[src/rtl/dii_package.sv]
// Shared DII flit definitions.
// dii_flit     : one beat of a DII stream (valid, last, 16-bit data).
// dii_assemble : builds a dii_flit from its individual fields.
package dii_package;

    typedef struct packed {
        logic        valid;
        logic        last;
        logic [15:0] data;
    } dii_flit;

    function automatic dii_flit dii_assemble(input logic valid, input logic last, input logic [15:0] data);
        dii_flit f;
        f.valid = valid;
        f.last  = last;
        f.data  = data;
        return f;
    endfunction

endpackage

[src/rtl/dii_packet_arbiter_if.sv]
// Bus bundle for the DII packet arbiter.
// in_flit   : N per-channel input flits
// in_ready  : N per-channel accept strobes
// out_flit  : merged output flit
// out_ready : downstream accept
// slave modport is the arbiter side, master modport is the traffic side.
interface dii_packet_arbiter_if
    import dii_package::*;
#(
    parameter int N = 2
);

    dii_flit [N-1:0] in_flit;
    logic    [N-1:0] in_ready;
    dii_flit         out_flit;
    logic            out_ready;

    modport slave (
        input  in_flit,
        input  out_ready,
        output in_ready,
        output out_flit
    );

    modport master (
        output in_flit,
        output out_ready,
        input  in_ready,
        input  out_flit
    );

endinterface

[src/rtl/dii_rr_select.sv]
// Round-robin request selector (purely combinational).
// req   : request vector, one bit per channel
// ptr   : channel with highest priority this round
// grant : one-hot winner, first set request at or above ptr (mod N)
// any   : at least one request present
module dii_rr_select #(
    parameter int N  = 2,
    parameter int PW = (N > 1) ? $clog2(N) : 1
) (
    input  logic [N-1:0]  req,
    input  logic [PW-1:0] ptr,
    output logic [N-1:0]  grant,
    output logic          any
);

    logic [N-1:0] req_rot_s;
    logic [N-1:0] grant_rot_s;
    logic         found_s;

    // Rotate so ptr sits at bit 0, take the lowest set bit, rotate back.
    always_comb begin
        req_rot_s   = (req >> ptr) | (req << (N - int'(ptr)));
        grant_rot_s = '0;
        found_s     = 1'b0;
        for (int k = 0; k < N; k++) begin
            grant_rot_s[k] = req_rot_s[k] & ~found_s;
            found_s        = found_s | req_rot_s[k];
        end
        grant = (grant_rot_s << ptr) | (grant_rot_s >> (N - int'(ptr)));
        any   = found_s;
    end

endmodule

[src/rtl/dii_packet_arbiter.sv]
// Packet-granular DII merger: N input channels onto one registered output.
// A channel is picked round-robin in IDLE and keeps the grant until its
// last flit has been accepted; one IDLE arbitration cycle per packet.
// clk   : rising-edge clock
// rst_n : asynchronous active-low reset
// bus   : dii_packet_arbiter_if.slave (in_flit, in_ready, out_flit, out_ready)
module dii_packet_arbiter
    import dii_package::*;
#(
    parameter int N = 2
) (
    input  logic                  clk,
    input  logic                  rst_n,
    dii_packet_arbiter_if.slave   bus
);

    localparam int GW = (N > 1) ? $clog2(N) : 1;

    typedef enum logic {
        IDLE   = 1'b0,
        LOCKED = 1'b1
    } state_t;

    state_t        state_r;
    logic [GW-1:0] grant_r;
    logic [GW-1:0] rr_ptr_r;
    dii_flit       out_r;

    logic [N-1:0]  req_s;
    logic [N-1:0]  sel_oh_s;
    logic          sel_any_s;
    logic [GW-1:0] sel_idx_s;
    logic [GW-1:0] ptr_next_s;
    logic [N-1:0]  in_ready_s;
    dii_flit       g_flit_s;
    logic          out_free_s;
    logic          accept_s;

    // Collect per-channel valid bits as the arbitration request vector.
    always_comb begin
        req_s = '0;
        for (int i = 0; i < N; i++) begin
            req_s[i] = bus.in_flit[i].valid;
        end
    end

    dii_rr_select #(
        .N  (N),
        .PW (GW)
    ) u_rr_select (
        .req   (req_s),
        .ptr   (rr_ptr_r),
        .grant (sel_oh_s),
        .any   (sel_any_s)
    );

    // Encode the one-hot winner to an index (at most one bit is set).
    always_comb begin
        sel_idx_s = '0;
        for (int k = 0; k < N; k++) begin
            sel_idx_s = sel_idx_s | (sel_oh_s[k] ? GW'(k) : '0);
        end
    end

    // Handshake: only the granted channel may transfer, and only when the
    // output register is empty or being drained this cycle.
    always_comb begin
        g_flit_s   = bus.in_flit[grant_r];
        out_free_s = !out_r.valid || bus.out_ready;
        in_ready_s = '0;
        if (state_r == LOCKED) begin
            in_ready_s[grant_r] = out_free_s;
        end else begin
            in_ready_s = '0;
        end
        accept_s   = (state_r == LOCKED) && g_flit_s.valid && out_free_s;
        ptr_next_s = (grant_r == GW'(N - 1)) ? '0 : grant_r + GW'(1);
    end

    // Arbitration FSM plus the registered output flit.
    always_ff @(posedge clk or negedge rst_n) begin
        if (!rst_n) begin
            state_r  <= IDLE;
            grant_r  <= '0;
            rr_ptr_r <= '0;
            out_r    <= dii_assemble(1'b0, 1'b0, 16'h0000);
        end else begin
            case (state_r)
                IDLE: begin
                    if (sel_any_s) begin
                        grant_r <= sel_idx_s;
                        state_r <= LOCKED;
                    end
                end
                LOCKED: begin
                    // Grant is released only by an accepted last flit;
                    // a valid gap mid-packet keeps waiting here.
                    if (accept_s && g_flit_s.last) begin
                        state_r  <= IDLE;
                        rr_ptr_r <= ptr_next_s;
                    end
                end
                default: begin
                    state_r <= IDLE;
                end
            endcase

            if (accept_s) begin
                out_r <= dii_assemble(1'b1, g_flit_s.last, g_flit_s.data);
            end else if (out_r.valid && bus.out_ready) begin
                out_r <= dii_assemble(1'b0, 1'b0, 16'h0000);
            end
        end
    end

    assign bus.in_ready = in_ready_s;
    assign bus.out_flit = out_r;

endmodule
[src/flat_wrapper.sv]
// flat-port wrapper written by rule: the top's interface ports become plain ports
module dii_packet_arbiter_flat import dii_package::*;
#(
    parameter int N = 2
)
  (clk, rst_n, bus_in_flit, bus_out_ready, bus_in_ready, bus_out_flit);
  dii_packet_arbiter_if #(.N(N)) bus_i ();
  input  logic clk;
  input  logic rst_n;
  input wire logic [$bits(bus_i.in_flit)-1:0] bus_in_flit;
  input wire logic [$bits(bus_i.out_ready)-1:0] bus_out_ready;
  output wire logic [$bits(bus_i.in_ready)-1:0] bus_in_ready;
  output wire logic [$bits(bus_i.out_flit)-1:0] bus_out_flit;
  assign bus_i.in_flit = bus_in_flit;
  assign bus_i.out_ready = bus_out_ready;
  assign bus_in_ready = bus_i.in_ready;
  assign bus_out_flit = bus_i.out_flit;
  dii_packet_arbiter #(.N(N)) u_core (.clk(clk), .rst_n(rst_n), .bus(bus_i));
endmodule
[config.mk]
export PLATFORM = sky130hd
export DESIGN_NAME = dii_packet_arbiter_flat
export DESIGN_NICKNAME = d
export VERILOG_FILES = /design/src/rtl/dii_package.sv /design/src/rtl/dii_packet_arbiter_if.sv /design/src/rtl/dii_rr_select.sv /design/src/rtl/dii_packet_arbiter.sv /design/src/flat_wrapper.sv
export SDC_FILE = /design/constraint.sdc
export NUM_CORES = 1
export LEC_CHECK = 0
export CORE_MARGIN = 4
export CORE_UTILIZATION = 37
export CTS_CLUSTER_SIZE = 10
export DETAILED_ROUTE_END_ITERATION = 8
export MAX_ROUTING_LAYER = met4
export PLACE_DENSITY = 0.78
export SLEW_MARGIN = 20
export SYNTH_ARGS = -nofsm -noshare
export SYNTH_HDL_FRONTEND = slang
export SYNTH_SLANG_ARGS = --single-unit
export TNS_END_PERCENT = 20
[constraint.sdc]
create_clock -name clk -period 1.7 [get_ports clk]
set_input_delay 0.34 -clock clk [delete_from_list [all_inputs] [get_ports clk]]
set_output_delay 0.34 -clock clk [all_outputs]
set_load 0.01 [all_outputs]
# Yosys cells after proc, flatten, opt, wreduce, memory -nomap -nowiden
# Cells that the tools add are included.
# totals
ff_bits	21
input_bits	39
wordCells	43
# classes
addsub	2
order_cmp	2
shifts	4
mux	12
bitwise	7
reduce_logical	10
# ops
op	count
$mux 18	4
$shl 2x32->2	1
$shr 2x32->2	1
$logic_and 1x1->1	5
$mux 1	5
$or 2x2->2	2
$reduce_and 2->1	2
$sub 2x1->3 const A	1
$and 2x2->2	1
$lt 1x2->1 const B	1
$mux 2	1
$not 1->1	2
$pmux 1 s2	1
$reduce_bool 2->1	1
$shl 2x1->2	1
$shr 2x1->2	1
$add 1x1->1 const B	1
$and 1x1->1	1
$demux 1 s1	1
$ge 1x1->1 const B	1
$logic_not 1->1	1
$logic_or 1x1->1	1
$or 1x1->1	1

# Longest topological paths before layout
# Gate-level depths: netlist of run 1.
# depth
word_depth	8
mapped_depth	5
ltp_nobuf	3

# By module
# From an unflattened synthesis of run 1, not the netlist that was laid out.
# hier_totals
hier_cells	82
area_unflattened_um2	1039.7
# by_module_without_submodules
module	n_inst	cells_per_inst	area_per_inst_um2	seq_area_each_um2
dii_packet_arbiter	1	78	1014.7	525.5
dii_rr_select	1	4	25.0	0.0

# Worst setup path after synthesis of run 1
# OpenSTA, ideal clock, no wires.
# synth_timing
path_type	register to register
from	register u_core.grant_r
to	register u_core.out_r, in the netlist u_core.bus.out_flit[10]
setup_time_ns	0.078
t_arrival_ns	1.326
required_time_ns	1.622
path_slack_ns	0.296
stages_incl_launch_ff	6
period_less_slack_ns	1.404
cell_sequence	dfrtp_1 -> buf_6 -> mux2_4 -> a31oi_4 -> buf_6 -> o2bb2ai_1
# synth_via
elab_chain_len	5
word_cells_on_any_way	6
# synth_lines
item	line	rtl
start: declaration	dii_packet_arbiter.sv:25	logic [GW-1:0] grant_r;
start signal: assignment	dii_packet_arbiter.sv:91	grant_r <= sel_idx_s;
$mux 18 (not written as such) * (2 in a row)	dii_packet_arbiter.sv:68	g_flit_s = bus.in_flit[grant_r];
$logic_and 1x1->1 (2 in a row)	dii_packet_arbiter.sv:76	accept_s = (state_r == LOCKED) && g_flit_s.valid && out_free_s;
$mux 18 / $reduce_bool 2->1 (equally long branches)	--	
end signal: assignment	dii_packet_arbiter.sv:86	out_r <= dii_assemble(1'b0, 1'b0, 16'h0000);
end signal: assignment	dii_packet_arbiter.sv:109	out_r <= dii_assemble(1'b1, g_flit_s.last, g_flit_s.data);
end signal: assignment	dii_packet_arbiter.sv:111	out_r <= dii_assemble(1'b0, 1'b0, 16'h0000);
end: declaration	dii_packet_arbiter.sv:27	dii_flit out_r;
# Every way passes the cells marked *; elsewhere a longest branch is shown, timed or not. The select of a mux whose other input is x is not followed.
# A chain may end at the register's enable or synchronous reset.

# Worst setup path in the final report of run 1
# layout_timing
from	register u_core.out_r, in the netlist u_core.bus.out_flit[17]
to	output port bus_out_flit[17]
# layout_lines
item	line	rtl
end: declaration	flat_wrapper.sv:13	output wire logic [$bits(bus_i.out_flit)-1:0] bus_out_flit;
# No word-level cell between the ends.

==> impl_results.md, run 1 <==
* Status: complete, no violations
* Post-synth top cells: dfrtp_1 (21), mux2i_1 (17), o2bb2ai_1 (17)
* Sequential element share of the synthesized area at 0.510
* Clk slew on worst S/H paths at 0.12 ns
* Die area at between 3000 and 4000 µm²
* Final Slew Violations at 0
* Worst Path Arrival at 1.28 ns
* Core footprint at 2570 µm²
* Syn Nets at 120
* H-tree depth at 1
* DP Cell Count at around 170
* Fin crit share at 0.954
* Logic pwr share at 0.569
* Filler cell count at 215
* # port buffers at between 50 and 60
* Die W at 60.8 µm
* Tmin final at around 1.6 ns
* CTS Buf Count at 3
* Synthesized flop and latch total at 21
* R2R Setup Slk at 0.26 ns
* WL per Instance at 15.6 µm
* Worst Hold Class: in -> async
* Max incr delay on CP at approximately 0.55 ns
* Crit-path leading delay family: buffers and inverters
* Ys async rst share at 1.00
* Final hold vios at 0
* DIE HEIGHT at between 60 and 70 µm
* Synth Area per Inst at ~13 µm²
* Total Wirelength at between 2000 and 3000 µm
* Post-synth cell types at 21
* Crit end category: output port
* Final setup vio count at 0
* Biggest area consumer among synthesized cells: dfrtp_1
* Number of synthesized flops with an enable pin at 0
* Skew-Pair Late Insertion Delay at approximately 0.3 ns
* Synth warn at 0
* Worst hold slack at 0.360 ns
* Fin cells at 176
* Initial antenna violation count at 0
* Synthesized instance count at 81
* Multi-input logic area at between 400 and 500 µm²
* Max Fclk at about 0.62 GHz
* Post-Syn Area at between 1000 and 1500 µm²
* Net switching power at 0.936 mW
* # IOs at 59
* Grt total ovfl at 0
* Post-DP Area at 1690 µm²
* Max stage delay cell, worst path: clkdlybuf4s50_1
* Internal power at 1.64 mW
* Rows at 18
* Remaining DRCs at 0
* Post-cts sizing count at 3
* Worst slew margin at 0.801
* Clock Tree Buf Depth at 2
* Crit-path cells: clkdlybuf4s50_1
* Design area at 1710 µm²
* Initial Util at 0.401
* PwrDens at 1510 nW/µm²
* Critical path peak fanout at 4
* Synth top area share at 0.510
* First-pass GRT wire length at 4410 µm
* CTS tree: built
* Register area at 527 µm²
* Vias per inst at just over 5
* Root buf cell: clkbuf_4
* Most frequent cell after synthesis: dfrtp_1
* Fin util at 0.668
* Clock Sinks at 21
* Layout Skew at 0.00267 ns
* Antenna Violating Nets Remaining at 0
* Via count at about 900
* Unrepaired setup endpoints after global routing: no
* Ys flop type: dfrtp_1
* Worst Path Required at between 1 and 1.5 ns
* Vias in the first global route at 1,005
* Maximum Capacitance Violations at 0
* Sequential share of power at 0.338
* Routability Congestion at 0.750
* Post CTS Setup Buffer Count at 0
* Initial DRC count at 22
* Post-DP HPWL at approximately 2100 µm
* Nets at 186
* Ratio of cells with drive above 1 in the final layout at 0.144
* P_leak at 0.762 nW
* Top post-synthesis cells by area: dfrtp_1 (51%), mux2i_1 (17%), o2bb2ai_1 (14%)
* Max VDD drop at between 800 and 900 µV
* Hold-fix buffers, CTS at 0
* Pre-Repair DR Iteration Count at 4
* Total GRT Usage at 0.164
* Worst Setup Start Kind: flip-flop
* Clock power share at 0.093
* Net Sw Frac at 0.363
* Worst slew pin tran at 0.299 ns
* Crit path buffers/inverters at 1
* Largest net degree at the start of global routing at 22
* Setup Crit Path Kind: reg -> out
* Antenna cell count at 0
* P&R area growth vs syn at 66.5%
[sequential cells by signal, summed over array words and instances, names as in the netlist]
signal	count
u_core.rr_ptr_r	1
u_core.grant_r	1
u_core.state_r	1
u_core.bus.out_flit	18
[power groups by stage]
stage	logic, mW	registers (mW)	clock network [mW]
after detailed placement	1.51	0.866	0
after global routing	1.59	0.902	0.268
after global placement	1.48	0.865	0
after floorplan	0.732	0.923	0
after CTS	1.50	0.870	0.247
final	1.47	0.872	0.239
[routing by layer]
| metal | wire, µm | part of all wire | up-vias | track usage |
|---|---|---|---|---|
| li1 | - | - | 432 | - |
| met1 | 1150 | 0.42 | 426 | 0.202 |
| met2 | 1370 | 0.50 | 38 | 0.273 |
| met3 | 211 | 0.077 | 2 | 0.0340 |
| met4 | 15 | 0.0055 | 0 | 0.0464 |
| met5 | 0 | 0 | - | - |
[cell type report]
| cell class | instances | share of cell area |
|---|---|---|
| multi-input combinational | 52 | 0.271 |
| inverter | 2 | 0.00438 |
| clock inverter | 1 | 0.00292 |
| timing repair buffer | 67 | 0.380 |
| clock buffer | 3 | 0.0131 |
| tap | 30 | 0.0219 |
| sequential | 21 | 0.307 |
[cells in the final DEF, fill, tap and decap left out, types with 2 or more instances in the layout]
master,instances
clkdlybuf4s50_1,56
dfrtp_1,20
mux2i_1,17
o2bb2ai_1,17
buf_4,8
nand2_1,5
clkbuf_4,3
inv_1,2
clkbuf_2,2
[kinds of logic after synthesis]
| group | synth area share |
|---|---|
| AND/OR/NAND/NOR | 0.0498 |
| flip-flops | 0.510 |
| AO/OA/AOI/OAI | 0.203 |
| buffers and inverters | 0.0462 |
| multiplexers | 0.191 |
[path summary, 6_finish.rpt]
| path | to | cells after the start | start |
|---|---|---|---|
| min in group clk | u_core.bus.out_flit[5] | 1 | u_core.bus.out_flit[5] |
| min reg2reg | u_core.bus.out_flit[5] | 1 | u_core.bus.out_flit[5] |
| min | u_core.bus.out_flit[12] | 2 | rst_n |
| max in group asynchronous | u_core.bus.out_flit[17] | 2 | rst_n |
| max reg2reg | u_core.bus.out_flit[8] | 4 | u_core.grant_r |
| max | bus_out_flit[17] | 1 | u_core.bus.out_flit[17] |
[per-stage QoR]
step | setup WS [ns] | TNS [ns] | total power, mW
after floorplan | 0.296 | 0 | 1.66
after global placement | -0.263 | -0.518 | 2.34
after detailed placement | -0.275 | -0.549 | 2.38
after CTS | 0.00191 | 0 | 2.62
after global routing | 0.0364 | 0 | 2.76
final | 0.0789 | 0 | 2.58
Power figures use the tool's default switching activity.
==> run 2, diff against run 1 <==
==> constraint.sdc (replaced) <==
create_clock -name clk -period 1.7 [get_ports clk]
set_input_delay 0.17 -clock clk [delete_from_list [all_inputs] [get_ports clk]]
set_output_delay 0.17 -clock clk [all_outputs]
set_load 0.01 [all_outputs]
==> run 2 against run 1 <==
- final area down 0.66%
- non-clock buffer count down 2
- total power is essentially flat
- final cell count fell by 1.1%
- die area stayed put
- clock power grew 5%
- worst hold slack got worse by 0.18 ns
- wire length is 2.6% lower
- maximum frequency increased by 7.2%
- sequential power up 1%
- sequential share of layout area rose by 0.28 points
- largest power group unchanged
- highest routed layer unchanged
==> impl_results.md, run 2 (synthesis gave the netlist of run 1 again) <==
* Status: complete, no violations
* Rows at 18 (unchanged)
* Final Slew Violations at 0 (unchanged)
* Clock Sinks at 21 (unchanged)
* CTS Buf Count at 3 (unchanged)
* Critical path peak fanout at 3 (-1)
* Worst slew margin at 0.811 (+0.00986)
* Grt total ovfl at 0 (unchanged)
* Worst Setup SP: u_core.bus.out_flit[17]
* Worst Path Arrival at 1.34 ns (+0.06 ns)
* Fin cells at 174 (-1.1%)
* Remaining DRCs at 0 (unchanged)
* Initial DRC count at 11 (-50%)
* Total Wirelength at 2680 µm (-2.6%)
* First-pass GRT wire length at 4260 µm (-3.4%)
* Initial antenna violation count at 0 (unchanged)
* Clock Tree Buf Depth at 2 (unchanged)
* # IOs at 59 (unchanged)
* Logic pwr share at 0.560 (-0.009)
* Crit end category: output port
* Die area at 3690 µm² (unchanged)
* # port buffers at 58 (unchanged)
* Internal power at 1.65 mW (+0.38%)
* Ratio of cells with drive above 1 in the final layout at 0.118 (-0.0258)
* Skew-Pair Late Insertion Delay at 0.31 ns (about the same)
* Max reg flops at 18 (unchanged)
* Layout Skew at 0.00196 ns (-0.000712 ns)
* Total GRT Usage at 0.161 (-0.00296)
* Unrepaired setup endpoints after global routing: no
* Setup ws final at 0.187 ns (+0.108 ns)
* Sequential share of power at 0.342 (+0.004)
* Final setup vio count at 0 (unchanged)
* Highest-count cells in the layout ignoring fill and taps: clkdlybuf4s50_1 (56), dfrtp_1 (19), mux2i_1 (17), o2bb2ai_1 (17), buf_4 (6)
* Post-DP HPWL at 2110 µm (+0.14%)
* DP Worst Slack at 0.0679 ns (+0.343 ns)
* Setup TNS at 0 ns (unchanged)
* Maximum Capacitance Violations at 0 (unchanged)
* Vias per inst at 5.22 (+2.3%)
* Worst slew pin tran at 0.284 ns (-0.0148 ns)
* CTS tree: built
* Filler cell count at 217 (+0.93%)
* Fin util at 0.663 (-0.00439)
* Worst Path Required at 1.53 ns (+0.17 ns)
* Worst Setup Start Kind: flip-flop
* Antenna Violating Nets Remaining at 0 (unchanged)
* Max VDD drop at 943 µV (+14%)
* Max Fclk at 0.661 GHz (+7.2%)
* Via count at 908 (+1.1%)
* Antenna cell count at 0 (unchanged)
* Setup Crit Path Kind: reg -> out
* P&R area growth vs syn at 65.4%
* Crit-path cells: buf_4 -> clkdlybuf4s50_1
* DP Cell Count at 169 (-1.7%)
* Final hold vios at 0 (unchanged)
* WL per Instance at 15.4 µm (-1.5%)
* Initial Util at 0.401 (unchanged)
* Routability Congestion at 0.785 (+4.6%)
* Clk slew on worst S/H paths at 0.12 ns (about the same)
* Root buf cell: clkbuf_4
* Hold-fix buffers, CTS at 0 (unchanged)
* R2R Path Start: u_core.grant_r
* Commonest non-fill, non-tap cell in the layout: clkdlybuf4s50_1
* DIE HEIGHT at 60.8 µm (unchanged)
* Max stage delay cell, worst path: clkdlybuf4s50_1
* Nets at 184 (-1.1%)
* H-tree depth at 1 (unchanged)
* Core footprint at 2570 µm² (unchanged)
* Largest net degree at the start of global routing at 22 (unchanged)
* Die W at 60.8 µm (unchanged)
* Worst Hold Class: in -> async
* Tmin final at 1.51 ns (-0.108 ns)
* Vias in the first global route at 988 (-1.7%)
* PwrDens at 1510 nW/µm² (+0.62%)
* Net switching power at 0.928 mW (-0.77%)
* Fin crit share at 0.890 (-0.0636)
* Max incr delay on CP at 0.53 ns (-0.02 ns)
* Net Sw Frac at 0.360 (-0.00265)
* Pre-Repair DR Iteration Count at 4 (unchanged)
* Clock power share at 0.098 (+0.005)
* P_leak at 0.747 nW (-2.0%)
run 2: cell count changes in the layout (fill, tap and decap cells not counted):
cell           delta
buf_4             -2
clkbuf_2          -2
clkinv_2          -1
clkinvlp_4        +1
dfrtp_1           -1
dfrtp_2           +1
dlygate4sd2_1     +2
nand2b_1          +1
nand2b_4          -1
run 2: power groups by stage:
stage               Clock, mW  Combinational [mW]  Sequential [mW]
finish                  0.252                1.45            0.881
CTS                     0.262                1.48            0.886
global placement            0                1.44            0.883
detailed placement          0                1.48            0.890
floorplan                   0               0.732            0.923
global route            0.287                1.56            0.918
run 2: final cells by class:
type                            instances  area (µm²)  area share
Clock inverter                          1        7.51     0.00441
Inverter                                2        7.51     0.00441
Tap cell                               30        37.5      0.0220
Multi-Input combinational cell         52         457       0.268
Clock buffer                            3        22.5      0.0132
Sequential cell                        21         528       0.310
Timing Repair Buffer                   65         643       0.378
run 2: worst paths after layout:
| path | endpoint | slack (ns) | cells past startpoint |
|---|---|---|---|
| worst max-delay path | bus_out_flit[17] | 0.19 | 2 |
| min in group clk | u_core.bus.out_flit[11] | 0.48 | 3 |
| worst min register to register | u_core.bus.out_flit[1] | 0.50 | 1 |
| worst min-delay path | u_core.bus.out_flit[12] | 0.18 | 2 |
| worst max register to register | u_core.bus.out_flit[8] | 0.30 | 4 |
| max in group asynchronous | u_core.grant_r | 1.30 | 2 |
run 2: metrics by stage:
step | hold WS [ns] | power, mW | cell area (µm²)
floorplan | -0.126 | 1.66 | 1030
global placement | 0.471 | 2.33 | 1670
detailed placement | 0.474 | 2.36 | 1670
CTS | 0.181 | 2.63 | 1700
global route | 0.184 | 2.76 | 1700
finish | 0.177 | 2.58 | 1700
run 2: layer usage:
metal / up-vias / track usage / part of all wire
li1: 433 / - / -
met1: 434 / 0.176 / 0.37
met2: 37 / 0.284 / 0.53
met3: 4 / 0.0362 / 0.084
met4: 0 / 0.0619 / 0.012
met5: - / - / 0
run 2: critical path: cells and delay by family (launching register included):
| kind | cells | cell delay (ns) |
|---|---|---|
| buffers and inverters | 2 | 0.65 |
| DFF | 1 | 0.39 |
run 2: timing repair:
item                                    in CTS  in global routing
setup buffers                                1                  0
endpoints found under the setup margin       2                  0
hold endpoints to repair                     0                  0
resized for setup                            4                  0
==> run 3, diff against run 2 <==
==> constraint.sdc (replaced) <==
create_clock -name clk -period 1.7 [get_ports clk]
set_input_delay 0.17 -clock clk [delete_from_list [all_inputs] [get_ports clk]]
set_output_delay 0.17 -clock clk [all_outputs]
set_load 0.02 [all_outputs]
==> run 3 against run 2 <==
- wire length fell by 0.82%
- global-route usage rose by 0.11 points
- die area did not move
- critical path type unchanged
- clock skew rose by 0.0055 ns
- worst setup slack got worse by 0.032 ns
- critical endpoint is now bus_in_ready[1]
- first-iteration DRC count fell by 82%
- via count fell by 1.3%
- register-to-register slack got worse by 0.04 ns
- flip-flop and latch count did not move
- maximum frequency fell by 2.1%
- worst hold slack got worse by 0.00095 ns
==> impl_results.md, run 3 (synthesis gave the netlist of run 1 again) <==
* Core footprint at 2570 µm² (unchanged)
* Post-DP HPWL at 2060 µm (-2.3%)
* Worst Setup EP: bus_in_ready[1]
* CTS tree: built
* R2R Path Start: u_core.grant_r
* Max VDD drop at 961 µV (+1.9%)
* Layout Skew at 0.00745 ns (+0.00548 ns)
* Final Slew Violations at 0 (unchanged)
* Max reg flops at 18 (unchanged)
* # IOs at 59 (unchanged)
* Clock Tree Buf Depth at 2 (unchanged)
* Cells on worst reg2reg path at 4 (unchanged)
* Grt total ovfl at 0 (unchanged)
* Clk slew on worst S/H paths at 0.13 ns (about the same)
* # port buffers at 58 (unchanged)
* Largest net degree at the start of global routing at 22 (unchanged)
* Status: complete, no violations
* Final hold vios at 0 (unchanged)
* Skew-Pair Late Insertion Delay at 0.32 ns (about the same)
* Tmin final at 1.54 ns (+0.0319 ns)
* Antenna cell count at 0 (unchanged)
* Maximum Capacitance Violations at 0 (unchanged)
* Remaining DRCs at 0 (unchanged)
* Net switching power at 1.10 mW (+18%)
* Top routing layer used: met4
* P_leak at 0.748 nW (+0.16%)
* CTS Buf Count at 3 (unchanged)
* Root buf cell: clkbuf_4
* Worst Hold Class: in -> async
* Worst slew pin tran at 0.281 ns (-0.00322 ns)
* Fin crit share at 0.909 (+0.0187)
* PwrDens at 1610 nW/µm² (+6.4%)
* Ratio of cells with drive above 1 in the final layout at 0.104 (-0.0139)
* H-tree depth at 1 (unchanged)
* Met2 wire len at 1340 µm (-5.5%)
* Nets at 184 (unchanged)
* Vias in the first global route at 989 (+0.10%)
* Logic pwr share at 0.593 (+0.033)
* Final setup vio count at 0 (unchanged)
* WL per Instance at 15.3 µm (-0.82%)
* Worst Setup SP: u_core.bus.out_flit[17]
* Setup ws final at 0.155 ns (-0.0319 ns)
* Worst Setup Start Kind: flip-flop
* Die W at 60.8 µm (unchanged)
* Net Sw Frac at 0.400 (+0.0398)
* Vias per inst at 5.15 (-1.3%)
* R2R Setup Slk at 0.26 ns (-0.04 ns)
* Total GRT Usage at 0.162 (+0.00106)
* Rows at 18 (unchanged)
* Crit end category: output port
* Sequential share of power at 0.314 (-0.028)
* Critical path peak fanout at 4 (+1)
* Max Fclk at 0.647 GHz (-2.1%)
* DP Worst Slack at -0.0234 ns (-0.0913 ns)
* Pre-Repair DR Iteration Count at 2 (-2)
* R2r endpoint: u_core.bus.out_flit[8]
* Worst Path Arrival at 1.37 ns (+0.03 ns)
* First-pass GRT wire length at 4220 µm (-0.82%)
* Wire length on met1 at 1020 µm (+2.2%)
* Clock Sinks at 21 (unchanged)
* Total Wirelength at 2650 µm (-0.82%)
* Antenna Violating Nets Remaining at 0 (unchanged)
* Die area at 3690 µm² (unchanged)
* Initial DRC count at 2 (-9)
* Fin util at 0.662 (-0.000974)
* Setup Crit Path Kind: reg -> out
* DIE HEIGHT at 60.8 µm (unchanged)
* Internal power at 1.65 mW (-0.31%)
* Routability Congestion at 0.793 (+1.0%)
* Commonest non-fill, non-tap cell in the layout: clkdlybuf4s50_1
* Total power at 2.74 mW (+6.3%)
* Worst slew margin at 0.813 (+0.00215)
* Initial antenna violation count at 0 (unchanged)
* P&R area growth vs syn at 65.1%
* Via count at 896 (-1.3%)
* Clock power share at 0.093 (-0.005)
* Unrepaired setup endpoints after global routing: no
* Highest-count cells in the layout ignoring fill and taps: clkdlybuf4s50_1 (56), dfrtp_1 (21), mux2i_1 (17), o2bb2ai_1 (17), buf_4 (6)
* Worst hold slack at 0.176 ns (-0.000951 ns)
* Worst Path Required at 1.53 ns (about the same)
* Initial Util at 0.401 (unchanged)
* Routed wl met3 at 243 µm (+7.5%)
[run 3: cell count changes in the layout (fill, tap and decap cells not counted)]
cell     delta
dfrtp_2     -2
dfrtp_1     +2
[run 3: power by group through the flow]
| stage | clock [mW] | sequential (mW) | combinational (mW) |
|---|---|---|---|
| after floorplan | 0 | 1.06 | 0.751 |
| after global placement | 0 | 0.865 | 1.64 |
| after detailed placement | 0 | 0.871 | 1.66 |
| after CTS | 0.264 | 0.865 | 1.65 |
| after global routing | 0.281 | 0.901 | 1.74 |
| final | 0.255 | 0.860 | 1.63 |
[run 3: cell type report]
type | instances | area (µm²)
well taps | 30 | 37.5
repair buffers | 65 | 643
flip-flops and latches | 21 | 526
multi-input cells | 52 | 457
clock inverters | 1 | 7.51
inverters | 2 | 7.51
clock buffers | 3 | 22.5
fillers | 231 | 867
[run 3: through the flow]
step,cells,setup TNS [ns],cell area (µm²)
finish,174,0,1700
detailed placement,170,-0.0324,1670
floorplan,81,0,1030
global route,174,0,1700
CTS,174,0,1700
global placement,170,0,1670
[run 3: repair_timing]
| action | CTS | global route |
|---|---|---|
| hold buffers | 0 | 0 |
| endpoints found under the setup margin | 2 | 0 |
| gates resized for setup | 2 | 0 |
| setup buffers | 0 | 0 |
[run 3: worst min-delay path by stage]
stage                                 start  slack [ns]                       to  cells past startpoint
floorplan                             rst_n       -0.13   u_core.bus.out_flit[0]                      0
global route                          rst_n        0.19          u_core.rr_ptr_r                      2
detailed placement  u_core.bus.out_flit[10]        0.47  u_core.bus.out_flit[10]                      1
finish                                rst_n        0.18          u_core.rr_ptr_r                      2
global placement     u_core.bus.out_flit[6]        0.47   u_core.bus.out_flit[6]                      1
CTS                                   rst_n        0.18   u_core.bus.out_flit[8]                      2
[run 3: critical path, cell delays in order, from the launching register on]
cell           delay, ns
dfrtp_1             0.43
nand2b_1            0.12
and3_1              0.17
dlygate4sd2_1       0.33
[run 3: routing by layer]
layer | vias up | GRT usage
met4 | 0 | 0.0650
li1 | 430 | -
met1 | 423 | 0.173
met5 | - | -
met2 | 38 | 0.284
met3 | 5 | 0.0426
